[config.mk]
export PLATFORM = sky130hd
export DESIGN_NAME = pipe_skid_reg
export DESIGN_NICKNAME = d
export VERILOG_FILES = /design/src/rtl/pipe_skid_reg.sv
export SDC_FILE = /design/constraint.sdc
export NUM_CORES = 1
export LEC_CHECK = 0
export ABC_AREA = 1
export CORE_MARGIN = 3
export CORE_UTILIZATION = 50
export CTS_BUF_LIST = sky130_fd_sc_hd__clkbuf_8 sky130_fd_sc_hd__clkbuf_16
export CTS_CLUSTER_SIZE = 20
export DETAILED_ROUTE_END_ITERATION = 10
export PLACE_DENSITY = 0.8
export SLEW_MARGIN = 20
export SYNTH_ARGS = -nofsm -noshare
export SYNTH_HDL_FRONTEND = slang
export SYNTH_SLANG_ARGS = --single-unit
export TNS_END_PERCENT = 1
[constraint.sdc]
create_clock -name clk -period 6.2 [get_ports clk]
set_clock_uncertainty 0.2 [all_clocks]
set_input_delay 1.86 -clock clk [delete_from_list [all_inputs] [get_ports clk]]
set_output_delay 1.86 -clock clk [all_outputs]
set_load 0.005 [all_outputs]
[src/rtl/pipe_skid_reg.sv]
// Two-entry skid register between pipeline stages with one-cycle latency, freeze and flush.
// Optional stall/flush statistics counters are built when PIPE_SKID_REG_STATS_EN is defined.
module pipe_skid_reg #(
    parameter int unsigned DATA_W = 64,
    parameter int unsigned CNT_W  = 16
) (
    input  logic              clk,
    input  logic              rst,
    input  logic              flush,
    input  logic              freeze,
    input  logic              in_valid,
    output logic              in_ready,
    input  logic [DATA_W-1:0] in_data,
    output logic              out_valid,
    input  logic              out_ready,
    output logic [DATA_W-1:0] out_data,
    output logic [CNT_W-1:0]  stall_cnt,
    output logic [CNT_W-1:0]  flush_cnt
);

    typedef enum logic [1:0] {StEmpty, StOne, StFull} state_e;

    state_e            state_q, state_d;
    logic [DATA_W-1:0] main_q, main_d;
    logic [DATA_W-1:0] skid_q, skid_d;
    logic              push, pop;

    assign in_ready  = (state_q != StFull) && !freeze;
    assign out_valid = (state_q != StEmpty) && !freeze;
    assign out_data  = main_q;

    assign push = in_valid && in_ready;
    assign pop  = out_valid && out_ready;

    always_comb begin
        state_d = state_q;
        main_d  = main_q;
        skid_d  = skid_q;
        if (flush) begin
            state_d = StEmpty;
            main_d  = '0;
            skid_d  = '0;
        end else begin
            unique case (state_q)
                StEmpty: begin
                    if (push) begin
                        state_d = StOne;
                        main_d  = in_data;
                    end
                end
                StOne: begin
                    if (push && pop) begin
                        main_d = in_data;
                    end else if (push) begin
                        state_d = StFull;
                        skid_d  = in_data;
                    end else if (pop) begin
                        state_d = StEmpty;
                        main_d  = '0;
                    end
                end
                StFull: begin
                    // Skid drains into main; vacated entry reads as zero.
                    if (pop) begin
                        state_d = StOne;
                        main_d  = skid_q;
                        skid_d  = '0;
                    end
                end
                default: begin
                    state_d = StEmpty;
                    main_d  = '0;
                    skid_d  = '0;
                end
            endcase
        end
    end

    always_ff @(posedge clk or posedge rst) begin
        if (rst) begin
            state_q <= StEmpty;
            main_q  <= '0;
            skid_q  <= '0;
        end else begin
            state_q <= state_d;
            main_q  <= main_d;
            skid_q  <= skid_d;
        end
    end

`ifdef PIPE_SKID_REG_STATS_EN
    logic [CNT_W-1:0] stall_cnt_q, stall_cnt_d;
    logic [CNT_W-1:0] flush_cnt_q, flush_cnt_d;

    // Both counters saturate at all-ones rather than wrapping.
    always_comb begin
        stall_cnt_d = stall_cnt_q;
        flush_cnt_d = flush_cnt_q;
        if (out_valid && !out_ready && (stall_cnt_q != '1)) begin
            stall_cnt_d = stall_cnt_q + CNT_W'(1);
        end
        if (flush && (flush_cnt_q != '1)) begin
            flush_cnt_d = flush_cnt_q + CNT_W'(1);
        end
    end

    always_ff @(posedge clk or posedge rst) begin
        if (rst) begin
            stall_cnt_q <= '0;
            flush_cnt_q <= '0;
        end else begin
            stall_cnt_q <= stall_cnt_d;
            flush_cnt_q <= flush_cnt_d;
        end
    end

    assign stall_cnt = stall_cnt_q;
    assign flush_cnt = flush_cnt_q;
`else
    assign stall_cnt = '0;
    assign flush_cnt = '0;
`endif

endmodule

==> impl_summary.txt <==
----------------------------------------------------
[Outcome]
  Run status ... completed

[Worst setup path]
  Nature of the critical path startpoint ... input port
  Reg2Reg Depth ... 7
  Worst reg2reg path endpoint ... out_data[7]$_DFFE_PP0P_
  Type of destination of the critical path ... output pin
  Setup slack, reg-to-reg ... roughly 3400 ps
  Top cell family by delay on the critical path ... buffers and inverters
  Worst flop-to-flop path startpoint ... state_q[1]$_DFFE_PP0P_
  Crit path largest cell delay ... between 500 and 600 ps
  Startpoint-to-endpoint class of the critical path ... input port to output pin
  Worst EP required ... 4140 ps
  Critical path's slowest cell ... sky130_fd_sc_hd__clkdlybuf4s50_1
  Max FO, Critical Path ... 3
  Ordered list of cells on the worst path ... clkdlybuf4s50_1 -> nor2_1 -> clkdlybuf4s50_1
  Worst EP arrival ... 2950 ps
  Worst Path Buf+Inv ... 2
  Cell mode on critical path ... sky130_fd_sc_hd__clkdlybuf4s50_1

[Power and ir drop]
  Overall power ... around 3.3 mW
  Power per Cell Area ... roughly 380 mW/mm^2
  Peak VDD IR ... 0.2148 mV
  Static power due to leakage ... 4.344 nW

[Logic synthesis]
  Mean area per synthesized cell ... 7.742 um^2
  Ys Warns ... 0
  Post-Syn Instances ... between 900 and 1,000
  Count of distinct cell types in the synthesized netlist ... 23
  Post-synthesis register bit count ... 130
  Share of the yosys chip area belonging to registers ... between 40% and 50%
  Post-synth design cell area ... 0.007014 mm^2

[Drt]
  Vias ... between 6,000 and 7,000
  DRC marker count from the first detailed-route iteration ... between 500 and 600
  Detailed Route WL ... 16,920 um
  Number of remaining DRC errors ... 0
  Average via count per standard cell ... between 5 and 6
  Number of iterations in the first detailed-routing pass ... 6
  Count of nets left with antenna violations after detail routing ... 0
  Average routed wire per standard cell ... between 10 and 15 um

[Placement]
  Total cell area at the placement stage ... 0.008173 mm^2
  Placed cell count ... 1,165
  Port bufs ... ~140
  DPL Wire Length ... about 9800 um
  Weighted congestion reported at the end of routability-driven placement ... 0.7365

[Clocking]
  Clock latency on the worst-skew pair ... 400 ps
  Clock-pin transition on the worst setup and hold timing paths ... 50 ps
  Total clock buffers created by CTS ... 17
  Max clock buf depth ... 2
  Cts hold-fix bufs ... 0
  Number of sinks on the clock net ... 130
  Count of H-tree levels built during CTS ... 4
  Post-CTS setup repair buffer count ... 0
  Resized cells post-CTS ... 0
  TritonCTS clock tree ... built
  Root Buffer ... sky130_fd_sc_hd__clkbuf_16

[Final layout]
  Share of final-layout standard cells stronger than drive strength 1 ... 5.206%
  Commonest cells after routing, fill and taps aside ... sky130_fd_sc_hd__nand2_1, sky130_fd_sc_hd__clkdlybuf4s50_1, sky130_fd_sc_hd__dfrtp_1, sky130_fd_sc_hd__inv_1, sky130_fd_sc_hd__nand3_1
  Fill cell count ... 1,156
  Most common cell after layout, fill and taps aside ... sky130_fd_sc_hd__nand2_1
  Count of placed standard cells in the final layout, fillers left out ... between 1,000 and 1,500
  Layout overhead on the synthesized area ... 23.94%
  Ant. Diodes ... 0
  Area of the multi-input gates ... approximately 0.003 mm^2
  Net count, final ... 1,078
  Final cell utilization of the core ... 64.37%
  Design Area, Final ... 0.008693 mm^2
  FF+latch area ... 0.003253 mm^2

[Worst hold path]
  Worst hold-check path type ... register to register
  Launch point of the worst hold path ... out_data[18]$_DFFE_PP0P_
  Number of cells on the worst hold path ... 2
  WHS Endpoint ... out_data[18]$_DFFE_PP0P_

[Floorplan]
  Die extent in x ... 124.4 um
  Die Y ... approximately 120 um
  Core ar. ... 0.01351 mm^2
  Cell Rows ... 42
  Initial core utilization ... 51.94%
  Number of top-level pins ... about 170
  Die area ... 0.01549 mm^2

[Run]
  Max-Cap Viols ... 0

[Timing]
  Sum of negative setup slack ... 0 ps
  Tcrit/Tclk final ... 80.79%
  Final setup violation count ... 0
  Slew HR ... 37.99%
  Final-report hold violation count ... 0
  RSZ-0062 raised after global routing ... no
  Fmax ... 199.6 MHz
  Pins over their slew limit ... 0
  Final critical delay including setup and external delays ... 5009 ps
  Pin slew with the least headroom to its limit ... 930.1 ps

[Global routing]
  Number of antenna violations at the first check in global routing ... 0
  First-pass GRT wire length ... 28,380 um
  Largest net degree at the start of global routing ... 66
  Remaining Overflow, GRT ... 0
  GRT Util Overall ... 22.08%
  Number of global-route vias before repair ... 5,746

----------------------------------------------------
sequential cells by signal, summed over array words and instances, names as in the netlist:
signal / count
out_data: 64
skid_q: 64
state_q: 2
metrics by stage:
stage,hold slack [ps],setup WS [ps]
floorplan,259.6,670.7
global route,292.6,1130
detailed placement,264.2,1187
finish,272.5,1191
CTS,278.9,1178
global placement,260.4,1225
per-layer routing:
layer	GRT usage [%]	up-vias	wire, um
li1	-	3028	-
met5	0	-	0
met4	5.287	0	157
met3	6.046	16	1140
met1	29.25	2857	7485
met2	36.23	198	8136
power breakdown:
group          internal, mW  switching [mW]
logic                 0.557           0.690
registers              1.07           0.126
clock network         0.539           0.344
Yosys cell counts (all sizes together):
library cell | number | share of area, %
a31oi | 1 | 0.089
conb | 1 | 0.053
buf | 84 | 8.7
nor2 | 10 | 0.91
dfrtp | 130 | 46
a21oi | 1 | 0.071
nand2 | 395 | 21
nand3 | 71 | 5.3
o21ai | 66 | 4.7
clkbuf | 9 | 0.48
inv | 72 | 3.9
o21bai | 1 | 0.11
a22o | 64 | 8.0
nor3 | 1 | 0.14
logic make-up after synthesis:
group,synth area share [%]
and+or+nand+nor,27.58
buffers and inverters,13.02
AOI/OAI and AO/OA,12.97
DFF,46.38
other,0.05346
worst min-delay path: stages, from the launching register on:
cell and delay, ps:
sky130_fd_sc_hd__dfrtp_1 340, sky130_fd_sc_hd__nand2_1 50, sky130_fd_sc_hd__nand2_1 50
layout make-up:
cell class              count  area share (%)
inverters                  72           3.138
flip-flops and latches    130           37.42
multi-input cells         642           34.51
well taps                 176           2.533
clock buffers              21           5.527
repair buffers            145           16.41
clock inverters             8          0.4606
worst max path at each step:
stage               startpoint                       to  slack [ps]  cells after the start
detailed placement      freeze                 in_ready        1190                      3
global route            freeze                 in_ready        1130                      3
floorplan                  rst  out_data[0]$_DFFE_PP0P_         670                      1
finish                  freeze                 in_ready        1190                      3
CTS                     freeze                 in_ready        1180                      3
global placement        freeze                out_valid        1230                      3
Note: power is estimated with default switching activity, not from simulation.
==> variant 1, RTL diff (config.mk and constraints unchanged) <==
The parameter `DATA_W` goes from 64 to 96.
--- a/src/rtl/pipe_skid_reg.sv
+++ b/src/rtl/pipe_skid_reg.sv
@@ -3,3 +3,3 @@
 module pipe_skid_reg #(
-    parameter int unsigned DATA_W = 64,
+    parameter int unsigned DATA_W = 96,
     parameter int unsigned CNT_W  = 16
Ports: changed (resized in_data and out_data); port bits go from 168 to 232. The function was not compared with the original's and may differ.
==> variant 1 against the unedited design <==
- area after synthesis grew 43%
- setup slack lost 160 ps
- wire length grew 56%
- via count grew 48%
- final area grew 45%
- sequential cell count grew 64
- power grew 42%
- cell count grew 45%
- largest power group unchanged
==> variant 1: results (changes against the unedited design) <==
| Metric | Value |
|---|---|
| NonClk Buf Share | `0.171 (+0.00737)` |
| VDD IR max | `0.340 mV (+58%)` |
| Dpl ws | `1050 ps (-142 ps)` |
| Reg-to-reg endpoint | `out_data[1]` |
| Via count | `9028 (+48%)` |
| Clock sinks | `194 (+49%)` |
| Share of post-route cells with drive strength above 1 | `0.0367 (-0.0154)` |
| DP HPWL | `15.3 mm (+56%)` |
| DRT Pass-1 Iters | `5 (-1)` |
| Slowest stage delay, CP | `540 ps (+30 ps)` |
| Port bufs | `199 (+47%)` |
| Area occupied by multi-input gates | `4300 µm² (+43%)` |
| DP Cell Count | `1703 (+46%)` |
| Clock latency on the worst-skew pair | `420 ps (+20 ps)` |
| Nets | `1561 (+45%)` |
| Status | `complete, no violations` |
| Placed inst area | `12000 µm² (+47%)` |
| Reg-to-reg setup timing slack | `3220 ps (-180 ps)` |
| Initial DRC Count | `592 (+7.4%)` |
| Syn-to-layout area delta | `25.4%` |
| Largest net degree at the start of global routing | `195 (+200%)` |
| Number of global-route vias before repair | `8700 (+51%)` |
| Hold WS | `276 ps (+3.14 ps)` |
| Mean Syn Cell Area | `7.62 µm² (-1.6%)` |
| Post-synthesis sequential area ratio | `0.482 (+0.0186)` |
| Endpoint, Worst Hold | `out_data[87]` |
| CP Data Arrival Time | `3110 ps (+160 ps)` |
| CTS clk-pin slew, worst paths | `70 ps (+20 ps)` |
| Met3 Routed Length | `1.93 mm (+70%)` |
| Pleak | `6.25 nW (+44%)` |
| Clock buffers and inverters, area share | `0.0455 (-0.0144)` |
| Met2 usage | `0.388 (+0.0261)` |
| Buffers, non-clock | `212 (+46%)` |
| Power per cell area | `374 nW/µm² (-2.1%)` |
| Routed WL per cell | `15.2 µm (+7.0%)` |
| GP Congestion | `0.775 (+5.2%)` |
| Hold path startpoint | `out_data[87]` |
| Synth top cells by count | `nand2_1 (587), dfrtp_1 (194), nand3_1 (103)` |
| Overall Global Routing Usage | `0.242 (+0.0210)` |
| Area contributors post-synth | `dfrtp_1 (48%), nand2_1 (22%), a22o_1 (8.4%), nand3_1 (5.1%), o21ai_0 (3.9%)` |
| Multi-input gates | `930 (+45%)` |
-- variant 1: cell count changes after synthesis, sizes merged --
| cell | change |
|---|---|
| a22o | +32 |
| buf | +2 |
| clkbuf | +29 |
| dfrtp | +64 |
| inv | +32 |
| nand2 | +192 |
| nand3 | +32 |
| o21ai | +32 |
-- variant 1: power breakdown --
group | internal (mW) | leakage [nW] | switching, mW
Combinational | 0.822 | 3.35 | 1.02
Sequential | 1.59 | 2.62 | 0.197
Clock | 0.604 | 0.288 | 0.486
-- variant 1: logic make-up after synthesis --
family,after synthesis,synth area share
simple gates,701,0.276
buf+inv,228,0.107
compound gates,197,0.134
flops,194,0.482
other cells,1,0.000373
-- variant 1: worst max path at each step --
stage	from	endpoint	slack [ps]	cells after the start
after CTS	freeze	out_valid	1040	3
after global routing	freeze	out_valid	980	3
after detailed placement	freeze	out_valid	1050	3
after floorplan	rst	out_data[0]	1640	1
final	freeze	out_valid	1030	3
after global placement	freeze	out_valid	1070	3
==> variant 2, RTL diff (same flow settings) <==
Without the edit above. Encoding of `state_e`: now one-hot (3 bits for 3 states).
--- a/src/rtl/pipe_skid_reg.sv
+++ b/src/rtl/pipe_skid_reg.sv
@@ -20,3 +20,3 @@
 
-    typedef enum logic [1:0] {StEmpty, StOne, StFull} state_e;
+    typedef enum logic [2:0] {StEmpty = 3'b001, StOne = 3'b010, StFull = 3'b100} state_e;
 
Check against the original RTL: no difference found for any inputs over 4 cycles, from zero or initial values and one cycle with rst high; so few cycles prove little.
==> variant 2 against the unedited design <==
- setup slack got worse by 55 ps
- cell count rose by 17%
- largest power group unchanged
- area after synthesis rose by 9.2%
- synthesized cell count rose by 24%
- power fell by 1.0%
- highest routed layer unchanged
- critical path depth rose by 2
- worst hold slack got worse by 4.7 ps
- sequential cell count rose by 1
- critical endpoint is now out_valid
- utilization fell by 0.52 points
- die area rose by 8.8%
- wire length rose by 23%
- final area rose by 8.4%
==> variant 2: results (changes against the unedited design) <==
| Metric | Value |
|---|---|
| CP startpoint kind | `input port` |
| Relative slew margins | `0.383 (+0.00320)` |
| Placed inst area | `8850 µm² (+8.3%)` |
| Final std cells w/o fill | `1400 (+17%)` |
| Diode count | `0 (unchanged)` |
| DP HPWL | `11.4 mm (+17%)` |
| Area contributors post-synth | `dfrtp_1 (42%), nand2_1 (22%), inv_1 (6.6%), nand4_1 (5.4%), nand3_1 (4.4%)` |
| Area occupied by multi-input gates | `3390 µm² (+13%)` |
| Overflow after GRT | `0 (unchanged)` |
| Multi-input gates | `770 (+20%)` |
| Reg area | `3280 µm² (+0.81%)` |
| CP Data Arrival Time | `3000 ps (+50 ps)` |
| Port bufs | `135 (unchanged)` |
| VDD IR max | `0.311 mV (+45%)` |
| Mean Syn Cell Area | `6.83 µm² (-12%)` |
| Inverters | `137 (+90%)` |
| # clk buffers | `25 (+19%)` |
| Hold Path Depth | `2 (unchanged)` |
| Clock latency on the worst-skew pair | `420 ps (+20 ps)` |
| NonClk Buf Share | `0.152 (-0.0124)` |
| Initial antenna violation count | `0 (unchanged)` |
| Nets | `1273 (+18%)` |
| Clock sinks | `131 (+0.77%)` |
| Fraction of area in multi-input gates | `0.360 (+0.0149)` |
| Hold WS | `268 ps (-4.65 ps)` |
| Overall Global Routing Usage | `0.252 (+0.0310)` |
| R2R cell count | `9 (+2)` |
| Status | `complete, no violations` |
| Initial DRC Count | `829 (+50%)` |
| CP max stage cell | `clkdlybuf4s50_1` |
| Synth top cells by count | `nand2_1 (458), inv_1 (134), dfrtp_1 (130)` |
| Pleak | `5.04 nW (+16%)` |
| Routed WL per cell | `14.8 µm (+4.5%)` |
| Post-synthesis sequential area ratio | `0.428 (-0.0357)` |
| CP Max Fanout | `3 (unchanged)` |
| CTS clk-pin slew, worst paths | `roughly 60 ps` |
| Largest net degree at the start of global routing | `111 (+68%)` |
| GP Congestion | `0.801 (+8.7%)` |
| Buffers, non-clock | `146 (+0.69%)` |
| TritonCTS buffer count | `17 (unchanged)` |
| Clock Path Buffers | `2 (unchanged)` |
| Clock buffers and inverters, area share | `0.0600 (+0.000161)` |
| Unique masters post-synth | `22 (-4.3%)` |
| Post-route minimum period | `5060 ps (+54.8 ps)` |
| Reg-to-reg setup timing slack | `2500 ps (-900 ps)` |
| Number of global-route vias before repair | `7033 (+22%)` |
| Mapped Cells | `1121 (+24%)` |
| Filler cell count | `1300 (+12%)` |
| First-pass GRT wire length | `34.2 mm (+21%)` |
| Dpl ws | `1140 ps (-48.1 ps)` |
| Slowest stage delay, CP | `490 ps (-20 ps)` |
| H-tree levels | `4 (unchanged)` |
| Share of post-route cells with drive strength above 1 | `0.0477 (-0.00437)` |
| Via count | `7374 (+21%)` |
| DRT Pass-1 Iters | `5 (-1)` |
-- variant 2: cell count changes after synthesis, moves of 63 or more --
cell	unedited run	this run
nor3_1	0	64
o21ai_0	1	64
o21ai_1	65	0
inv_1	70	134
nand2_1	392	458
nand4_1	0	66
a22o_1	64	0
-- variant 2: kinds of logic (layout without fill, tap and decap cells) --
logic type / count (synthesis) / after routing / share of synthesized area
and+or+nand+nor: 671 / 671 / 0.381
DFF: 131 / 131 / 0.428
AOI/OAI and AO/OA: 67 / 67 / 0.0441
buffers and inverters: 251 / 315 / 0.147
other: 1 / 32 / 0.000490
-- variant 2: worst reg2reg max path, stage by stage (launching register included) --
cell	delay [ps]
dfrtp_1	430
nor2_1	140
nand2_2	110
inv_2	70
buf_4	590
nand3_2	670
nand3_2	730
buf_4	500
nand2_1	120
nand2_1	80
-- variant 2: final timing paths --
path,endpoint,startpoint
max reg2reg,skid_q[22],state_q[1]
max,out_valid,freeze
max in group asynchronous,state_q[0],rst
min,skid_q[35],skid_q[35]
min reg2reg,skid_q[35],skid_q[35]
min in group asynchronous,out_data[16],rst
-- variant 2: per-layer routing --
| layer | part of all wire | track usage | wire (µm) | vias to the layer above |
|---|---|---|---|---|
| met2 | 0.48 | 0.416 | 9900 | 287 |
| met4 | 0.016 | 0.0789 | 342 | 0 |
| li1 | - | - | - | 3627 |
| met1 | 0.44 | 0.339 | 9030 | 3428 |
| met3 | 0.070 | 0.0454 | 1460 | 32 |
| met5 | 0 | 0 | 0 | - |
-- variant 2: power breakdown --
group	internal (mW)	leakage, nW	switching, mW
combinational	0.452	2.93	0.782
sequential	1.02	1.80	0.0918
clock	0.588	0.300	0.360
total	2.06	5.04	1.23
